==> config.mk <==
export PLATFORM = sky130hd
export DESIGN_NAME = calc_entry_fsm
export DESIGN_NICKNAME = d
export VERILOG_FILES = /design/src/rtl/calc_pkg.sv /design/src/rtl/calc_seq_mul.sv /design/src/rtl/calc_entry_fsm.sv
export SDC_FILE = /design/constraint.sdc
export NUM_CORES = 1
export LEC_CHECK = 0
export CORE_ASPECT_RATIO = 1.1
export CORE_UTILIZATION = 56
export DETAILED_ROUTE_END_ITERATION = 6
export MAX_ROUTING_LAYER = met4
export PLACE_DENSITY = 0.8
export SLEW_MARGIN = 20
export SYNTH_ARGS = -nofsm -noshare
export SYNTH_HDL_FRONTEND = slang
export SYNTH_SLANG_ARGS = --single-unit
==> constraint.sdc <==
create_clock -name clk -period 5.45 [get_ports clk]
set_input_delay 0.8175 -clock clk [delete_from_list [all_inputs] [get_ports clk]]
set_output_delay 0.8175 -clock clk [all_outputs]
set_load 0.005 [all_outputs]
==> src/rtl/calc_pkg.sv <==
// Shared encodings for the calculator entry path: FSM states, operator codes
// and the largest value an NDIGITS-digit decimal operand can hold.
package calc_pkg;

    typedef enum logic [2:0] {
        S_A   = 3'd0,
        S_OP  = 3'd1,
        S_B   = 3'd2,
        S_RES = 3'd3,
        S_MUL = 3'd4
    } state_t;

    localparam logic [1:0] OP_NONE = 2'd0;
    localparam logic [1:0] OP_ADD  = 2'd1;
    localparam logic [1:0] OP_SUB  = 2'd2;
    localparam logic [1:0] OP_MUL  = 2'd3;

    function automatic int max_val(input int ndigits);
        int p;
        p = 1;
        for (int i = 0; i < ndigits; i++) p = p * 10;
        return p - 1;
    endfunction

endpackage

==> src/rtl/calc_seq_mul.sv <==
// Start/done shift-add multiplier: W iterations over a 2*W product. done_o is
// high in the last iteration cycle and product_o then carries the final product.
module calc_seq_mul #(
    parameter int W = 14
) (
    input  logic           clk,
    input  logic           rst,
    input  logic           start_i,
    input  logic [W-1:0]   a_i,
    input  logic [W-1:0]   b_i,
    output logic           done_o,
    output logic [2*W-1:0] product_o
);
    localparam int CW = $clog2(W + 1);

    logic [2*W-1:0] acc_q, mcand_q, acc_d;
    logic [W-1:0]   mplier_q;
    logic [CW-1:0]  cnt_q;

    assign acc_d     = mplier_q[0] ? acc_q + mcand_q : acc_q;
    assign done_o    = (cnt_q == CW'(1));
    assign product_o = acc_d;

    always_ff @(posedge clk) begin
        if (rst) begin
            acc_q    <= '0;
            mcand_q  <= '0;
            mplier_q <= '0;
            cnt_q    <= '0;
        end else if (start_i) begin
            acc_q    <= '0;
            mcand_q  <= {{W{1'b0}}, a_i};
            mplier_q <= b_i;
            cnt_q    <= CW'(W);
        end else if (cnt_q != '0) begin
            acc_q    <= acc_d;
            mcand_q  <= mcand_q << 1;
            mplier_q <= mplier_q >> 1;
            cnt_q    <= cnt_q - CW'(1);
        end
    end

endmodule

==> src/rtl/calc_entry_fsm.sv <==
// Keypad-event consumer: builds two decimal operands, applies an operator on "="
// and drives the display value. Define CALC_MUL_EN to enable the multiply path.
//
// state | meaning
// S_A   | entering operand A
// S_OP  | operator latched, waiting for first digit of B
// S_B   | entering operand B
// S_RES | result on display
// S_MUL | sequential multiply in progress
module calc_entry_fsm
    import calc_pkg::*;
#(
    parameter int NDIGITS = 4,
    parameter int VAL_W   = 14
) (
    input  logic             clk,
    input  logic             rst,
    input  logic             btn_press,
    input  logic             is_num,
    input  logic             is_op,
    input  logic             is_eq,
    input  logic [3:0]       num_val,
    input  logic [1:0]       op_val,
    output logic [VAL_W-1:0] disp_val,
    output logic             disp_neg,
    output logic             disp_ovf,
    output logic             result_valid,
    output logic             busy,
    output logic [2:0]       state_dbg
);
    localparam logic [VAL_W-1:0] MAX_V = VAL_W'(max_val(NDIGITS));
    localparam int CNT_W = $clog2(NDIGITS + 1);

    state_t           state_q;
    logic             press_q;
    logic [VAL_W-1:0] a_q, b_q, disp_val_q;
    logic [CNT_W-1:0] cnt_q;
    logic [1:0]       op_q;
    logic             neg_q, ovf_q, rv_q;

    logic             evt, op_ok, ev_eq, ev_op, ev_num, cnt_lt;
    logic [VAL_W-1:0] opnd_cur, opnd_acc_d;
    logic [VAL_W:0]   sum;

    assign evt = btn_press & ~press_q;
`ifdef CALC_MUL_EN
    assign op_ok = (op_val != OP_NONE);
`else
    assign op_ok = (op_val == OP_ADD) || (op_val == OP_SUB);
`endif
    // eq outranks op outranks num; a higher-priority flag with a bad code still swallows the event
    assign ev_eq  = evt & is_eq;
    assign ev_op  = evt & ~is_eq & is_op & op_ok;
    assign ev_num = evt & ~is_eq & ~is_op & is_num & (num_val <= 4'd9);

    assign cnt_lt     = (cnt_q < CNT_W'(NDIGITS));
    assign opnd_cur   = (state_q == S_B) ? b_q : a_q;
    assign opnd_acc_d = opnd_cur * VAL_W'(10) + VAL_W'(num_val);
    assign sum        = {1'b0, a_q} + {1'b0, b_q};

`ifdef CALC_MUL_EN
    logic               mul_start, mul_done, busy_q;
    logic [2*VAL_W-1:0] mul_prod;

    assign mul_start = (state_q == S_B) && ev_eq && (op_q == OP_MUL);

    calc_seq_mul #(.W(VAL_W)) u_mul (
        .clk       (clk),
        .rst       (rst),
        .start_i   (mul_start),
        .a_i       (a_q),
        .b_i       (b_q),
        .done_o    (mul_done),
        .product_o (mul_prod)
    );
    assign busy = busy_q;
`else
    assign busy = 1'b0;
`endif

    always_ff @(posedge clk) begin
        if (rst) begin
            state_q    <= S_A;
            press_q    <= 1'b0;
            a_q        <= '0;
            b_q        <= '0;
            cnt_q      <= '0;
            op_q       <= OP_NONE;
            disp_val_q <= '0;
            neg_q      <= 1'b0;
            ovf_q      <= 1'b0;
            rv_q       <= 1'b0;
`ifdef CALC_MUL_EN
            busy_q     <= 1'b0;
`endif
        end else begin
            press_q <= btn_press;
            rv_q    <= 1'b0;
            case (state_q)
                S_A: begin
                    if (ev_num && cnt_lt) begin
                        a_q        <= opnd_acc_d;
                        disp_val_q <= opnd_acc_d;
                        cnt_q      <= cnt_q + CNT_W'(1);
                    end else if (ev_op) begin
                        op_q    <= op_val;
                        state_q <= S_OP;
                    end
                end
                S_OP: begin
                    if (ev_num) begin
                        b_q        <= VAL_W'(num_val);
                        disp_val_q <= VAL_W'(num_val);
                        cnt_q      <= CNT_W'(1);
                        state_q    <= S_B;
                    end else if (ev_op) begin
                        op_q <= op_val;
                    end
                end
                S_B: begin
                    if (ev_num && cnt_lt) begin
                        b_q        <= opnd_acc_d;
                        disp_val_q <= opnd_acc_d;
                        cnt_q      <= cnt_q + CNT_W'(1);
                    end else if (ev_eq) begin
                        if (op_q == OP_ADD) begin
                            ovf_q      <= (sum > {1'b0, MAX_V});
                            disp_val_q <= (sum > {1'b0, MAX_V}) ? '0 : sum[VAL_W-1:0];
                            neg_q      <= 1'b0;
                            rv_q       <= 1'b1;
                            state_q    <= S_RES;
                        end else if (op_q == OP_SUB) begin
                            disp_val_q <= (a_q >= b_q) ? a_q - b_q : b_q - a_q;
                            neg_q      <= (a_q < b_q);
                            ovf_q      <= 1'b0;
                            rv_q       <= 1'b1;
                            state_q    <= S_RES;
                        end
`ifdef CALC_MUL_EN
                        else if (op_q == OP_MUL) begin
                            busy_q  <= 1'b1;
                            state_q <= S_MUL;
                        end
`endif
                    end
                end
                S_RES: begin
                    if (ev_num) begin
                        a_q        <= VAL_W'(num_val);
                        disp_val_q <= VAL_W'(num_val);
                        cnt_q      <= CNT_W'(1);
                        neg_q      <= 1'b0;
                        ovf_q      <= 1'b0;
                        state_q    <= S_A;
                    end else if (ev_op && !neg_q && !ovf_q) begin
                        a_q     <= disp_val_q;
                        op_q    <= op_val;
                        state_q <= S_OP;
                    end
                end
`ifdef CALC_MUL_EN
                S_MUL: begin
                    if (mul_done) begin
                        ovf_q      <= (mul_prod > (2*VAL_W)'(MAX_V));
                        disp_val_q <= (mul_prod > (2*VAL_W)'(MAX_V)) ? '0 : mul_prod[VAL_W-1:0];
                        neg_q      <= 1'b0;
                        rv_q       <= 1'b1;
                        busy_q     <= 1'b0;
                        state_q    <= S_RES;
                    end
                end
`endif
                default: state_q <= S_A;
            endcase
        end
    end

    assign disp_val     = disp_val_q;
    assign disp_neg     = neg_q;
    assign disp_ovf     = ovf_q;
    assign result_valid = rv_q;
    assign state_dbg    = state_q;

endmodule
**Word-level counts from Yosys, hierarchy flattened**

Cells that the tools add are included.
Widths: inputs -> output; s select.

- Reductions and logical operators: 23
- Div/mod/pow operators: 0
- Add/sub/neg operators: 5
- Shifts and indexed selects: 0
- Multiplexer cells: 46
- Bitwise gates (word level): 13
- Order comparisons: 5
- Equal/unequal tests: 24
- Multiply operators: 1

Operators with widths:

| cell | count |
|---|---|
| $mux 14 | 11 |
| $pmux 14 s2 | 2 |
| $pmux 14 s3 | 1 |
| $mux 3 | 11 |
| $sub 14x14->14 | 2 |
| $ne 2x2->1 const B | 10 |
| $add 14x14->15 | 1 |
| $gt 15x14->1 const B | 1 |
| $reduce_and 5->1 | 3 |
| $add 14x4->14 | 1 |
| $ge 14x14->1 | 1 |
| $lt 14x14->1 | 1 |
| $mul 14x3->13 const B | 1 |
| $pmux 3 s4 | 1 |
| $mux 1 | 11 |
| $mux 2 | 5 |
| $reduce_and 3->1 | 3 |
| $and 1x1->1 | 8 |
| $reduce_bool 2->1 | 4 |
| $reduce_and 7->1 | 1 |
| $eq 3x2->1 const B | 2 |
| $ne 2x1->1 const B | 3 |
| $pmux 2 s3 | 1 |
| $pmux 3 s2 | 1 |
| other kinds (19) | 31 |

- Bits in latches: 0
- Register bits after elaboration: 54
- Memory bits (writable): 0
- ROM bits: 0
- Logic and storage cells: 127
- Memories kept: 0
- Output and inout bits: 21

**Longest topological paths before layout**

- Word-level depth: 10
- Depth in mapped cells: 20

**Worst setup path after synthesis**

Ideal clock, no wire load.

- Kind: reg2reg
- From: register state_q[0] (netlist: state_dbg[0])
- To: register disp_val_q[13] (netlist: disp_val[13])
- Arrival: 4355 ps
- Cell stages (with the launch flop): 20
- Buffers on the path: 3
- Setup slack: 1019 ps
- Required time: 5374 ps
- Cell sequence: dfxtp_1 -> inv_1 -> ha_1 -> clkbuf_1 -> clkbuf_1 -> clkbuf_1 -> nand2_1 -> o21ai_0 -> ha_1 -> ha_1 -> fa_1 -> xor2_1 -> o2111ai_1 -> nor3_1 -> nand4_1 -> nor3b_1 -> xnor2_1 -> xnor2_1 -> a311oi_1 -> a21boi_0

- Word-level cells in the longest chain between the ends: 6
- Elaborated cells between the ends (all ways): 17

Ends and longest elaborated chain:

| item | line | source |
|---|---|---|
| start: declaration | calc_entry_fsm.sv:34 | `state_t state_q;` |
| start signal: assignment | calc_entry_fsm.sv:83 | `state_q <= S_A;` |
| start signal: assignment | calc_entry_fsm.sv:107 | `state_q <= S_OP;` |
| start signal: assignment | calc_entry_fsm.sv:115 | `state_q <= S_B;` |
| $eq 3x2->1 | calc_entry_fsm.sv:57, calc_entry_fsm.sv:99 |  |
| $mux 14 | calc_entry_fsm.sv:57 | `assign opnd_cur = (state_q == S_B) ? b_q : a_q;` |
| $mul 14x3->13 | calc_entry_fsm.sv:58 | `assign opnd_acc_d = opnd_cur * VAL_W'(10) + VAL_W'(num_val);` |
| $add 14x4->14 | calc_entry_fsm.sv:58 |  |
| $mux 14 (on tied branches) | calc_entry_fsm.sv:121, calc_entry_fsm.sv:101 |  |
| $pmux 14 s3 | calc_entry_fsm.sv:99 | `case (state_q)` |
| end signal: assignment | calc_entry_fsm.sv:103 | `disp_val_q <= opnd_acc_d;` |
| end signal: assignment | calc_entry_fsm.sv:123 | `disp_val_q <= opnd_acc_d;` |
| end signal: assignment | calc_entry_fsm.sv:128 | `disp_val_q <= (sum > {1'b0, MAX_V}) ? '0 : sum[VAL_W-1:0];` |
| end: declaration | calc_entry_fsm.sv:36 | `logic [VAL_W-1:0] a_q, b_q, disp_val_q;` |

Parallel ways exist; a longest one is shown, timed or not. The select of a mux whose other input is x is not followed.
A chain may end at the register's enable or synchronous reset.

**Worst setup path after layout**

Same ends and word-level chain as after synthesis.

==> flow_summary_export.csv <==
group,metric,value,unit
critical_path,critPathArrivalTime,5.14,ns
critical_path,worst_setup_path_start_kind,"register",
global_routing,grt_first_pass_wirelength,29100,um
synthesis,ys_async_sr_fraction,0,%
synthesis,synth_top_area_share,18.1,%
layout,nets,876,
critical_path,cp_slowest_cell,"o21ai_0",
layout,area_growth,7.50,%
synthesis,yosysTopAreaCell,"dfxtp_1",
placed_design,placed_cell_area,6200,um2
cts,insertion_delay,0.33,ns
detailed_routing,antenna_left,0,
cts,hold_buffers,0,
global_routing,grt_overflow_total,0,
sta,fin_crit,4.88,ns
placed_design,dpl.hpwl,14300,um
synthesis,netlist_area,5860,um2
global_routing,grtUsageTotal,35.5,%
critical_path,required,5.70,ns
critical_path,worst-path-buf-inv,1,
critical_path,crit_chain,"inv_1, ha_1, o21ai_0, ha_1, ha_1, fa_1, xor2_1, o2111ai_1, nor3_1, nand4_1, nor3b_1, xnor2_1, xnor2_1, a311oi_1, a21boi_0",
layout,final_cell_mix,"83 x nor2_1, 70 x nand2_1, 70 x ha_1, 54 x a21oi_1, 53 x dfxtp_1",
cts,cts_tree,"built",
cts,ctsHtreeMaxLevel,2,
power_and_ir_drop,power_density,224,nW/um2
cts,clockBufferDepth,2,
sta,tns,0,ns
global_routing,grt_max_degree,54,
critical_path,worstSetupPathType,"reg -> reg",
layout,final_common_cell,"nor2_1",
cts,clkTransAtPathRegs,0.10,ns
sta,fmax,0.205,GHz
floorplan,die_h,109,um
cts,cts_resized,0,
floorplan,io_pins,33,
status,status,"finished, final reports clean",
detailed_routing,remaining_drc_errors,0,
global_routing,grt_pass1_vias,5654,
detailed_routing,routed_wl,18300,um
synthesis,yosys_register_bits,53,
layout,fin_area,6290,um2
layout,layout-drive-gt1-share,5.20,%
cts,clock-root-buffer,"clkbuf_8",
floorplan,die_x,99.5,um
synthesis,yosysWarnings,0,
sta,skew,0.0104,ns
power_and_ir_drop,vdd_drop_max,186,uV
detailed_routing,avgViaCountPerCell,6.49,
cts,cts_setup_buffers,0,
sta,hold_viol_final,0,
sta,setup_viol,0,
detailed_routing,vias,6029,
hold_path,whs_path_depth,2,
detailed_routing,drtIter0Drc,555,
power_and_ir_drop,power.total,1410,uW
flow_run,drv_cap,0,
placed_design,io_buffers,30,
sta,fin_crit_sh,89.6,%
sta,slew_viol_final,0,
floorplan,dieArea,10900,um2
synthesis,yosys-top-cells-area,"dfxtp_1 18%, ha_1 15%, nor2_1 5.3%",
critical_path,r2r_cells,15,
critical_path,path_max_fanout,21,
critical_path,path_depth,15,
sta,layout_setup_ws,0.567,ns
synthesis,avgSynthCellArea,7.45,um2
sta,slew_headroom,24.6,%
critical_path,crit_family,"adder cells",
cts,cts_made_buffers,5,
synthesis,synth_edf_count,0,
detailed_routing,dr.pass1.iters,5,
critical_path,cp_slowest_stage_delay,0.68,ns
critical_path,cp-end-kind,"register",
power_and_ir_drop,leakage,0.00253,uW
detailed_routing,wl_per_cell,19.7,um
synthesis,synth_cell_types,70,
placed_design,dp_slack,0.628,ns
sta,worstMarginPinSlew,1.13,ns
synthesis,synth_seq_area_share,18.1,%
placed_design,place_congestion,0.955,
sta,rsz0062_at_grt,"no",
hold_path,hold_path_class,"reg -> reg",
cts,clkSinkCount,53,
global_routing,antenna_found_initial,0,
floorplan,coreArea,10000,um2
synthesis,synth_cells,786,
layout,diodes,0,
synthesis,synth_ff_type,"dfxtp_1",
floorplan,std_cell_rows,38,
critical_path,critical_path.most_common_cell,"ha_1",
floorplan,initial_core_util,58.4,%
metal layers:
layer / GRT usage [%] / routed length (um) / vias up
met1: 48.0 / 7880 / 2838
li1: - / - / 2828
met2: 53.8 / 8070 / 317
met5: - / 0 / -
met4: 14.5 / 546 / 0
met3: 4.23 / 1760 / 46
area by class of cell:
class / instances / area (um2)
Inverter: 56 / 210
Timing Repair Buffer: 36 / 340
Multi-Input combinational cell: 637 / 4420
Sequential cell: 53 / 1060
Tap cell: 140 / 175
Clock buffer: 6 / 82.6
Clock inverter: 1 / 7.51
Fill cell: 903 / 3740
final timing paths:
kind | from | end | slack [ns]
max reg2reg | state_dbg[0] | disp_val[13] | 0.57
max | state_dbg[0] | disp_val[13] | 0.57
min reg2reg | disp_ovf | disp_ovf | 0.49
min | disp_ovf | disp_ovf | 0.49
metrics by stage:
step | utilization (%) | cells | hold WS, ns
after global routing | 62.7 | 929 | 0.512
after detailed placement | 61.8 | 922 | 0.475
after CTS | 62.7 | 929 | 0.490
after floorplan | - | 787 | 0.449
after global placement | 61.8 | 922 | 0.457
final | 62.7 | 929 | 0.491
worst register-to-register path, cell delays in order (launching register included):
cell and delay [ns]:
dfxtp_1 0.48, inv_1 0.15, ha_1 0.50, o21ai_0 0.68
ha_1 0.36, ha_1 0.24, fa_1 0.41, xor2_1 0.28
o2111ai_1 0.20, nor3_1 0.27, nand4_1 0.19, nor3b_1 0.28
xnor2_1 0.20, xnor2_1 0.11, a311oi_1 0.25, a21boi_0 0.19
registers in the layout, summed over array words and instances (netlist names):
name          count
a_q              14
b_q              14
disp_val         14
cnt_q             3
op_q              2
state_dbg         2
disp_neg          1
disp_ovf          1
press_q           1
result_valid      1
cells by family (layout without fill, tap and decap cells):
| logic type | Yosys count | count (layout) | synth area share, % |
|---|---|---|---|
| compound gates | 250 | 250 | 29.3 |
| xor+xnor | 39 | 39 | 5.83 |
| fa+ha+maj | 75 | 75 | 16.7 |
| buf+inv | 97 | 99 | 6.56 |
| flops | 53 | 53 | 18.1 |
| mux | 18 | 18 | 3.16 |
| other cells | 1 | 2 | 0.0640 |
| simple gates | 253 | 253 | 20.3 |
power by group:
part / switching (uW) / leakage, uW / total (uW) / internal, uW
combinational: 415 / 0.00206 / 682 / 267
sequential: 49.9 / 0.000429 / 485 / 435
clock: 140 / 0.0000433 / 241 / 101
total: 605 / 0.00253 / 1410 / 802
cells in the mapped netlist, types with 19 or more instances:
cell type   n
xnor2_1    28
clkbuf_1   32
o21ai_0    52
dfxtp_1    53
nor3_1     19
a211oi_1   30
nand2_1    70
nor2_1     83
nand3_1    22
inv_1      52
a21oi_1    55
ha_1       70
Power figures use the tool's default switching activity.
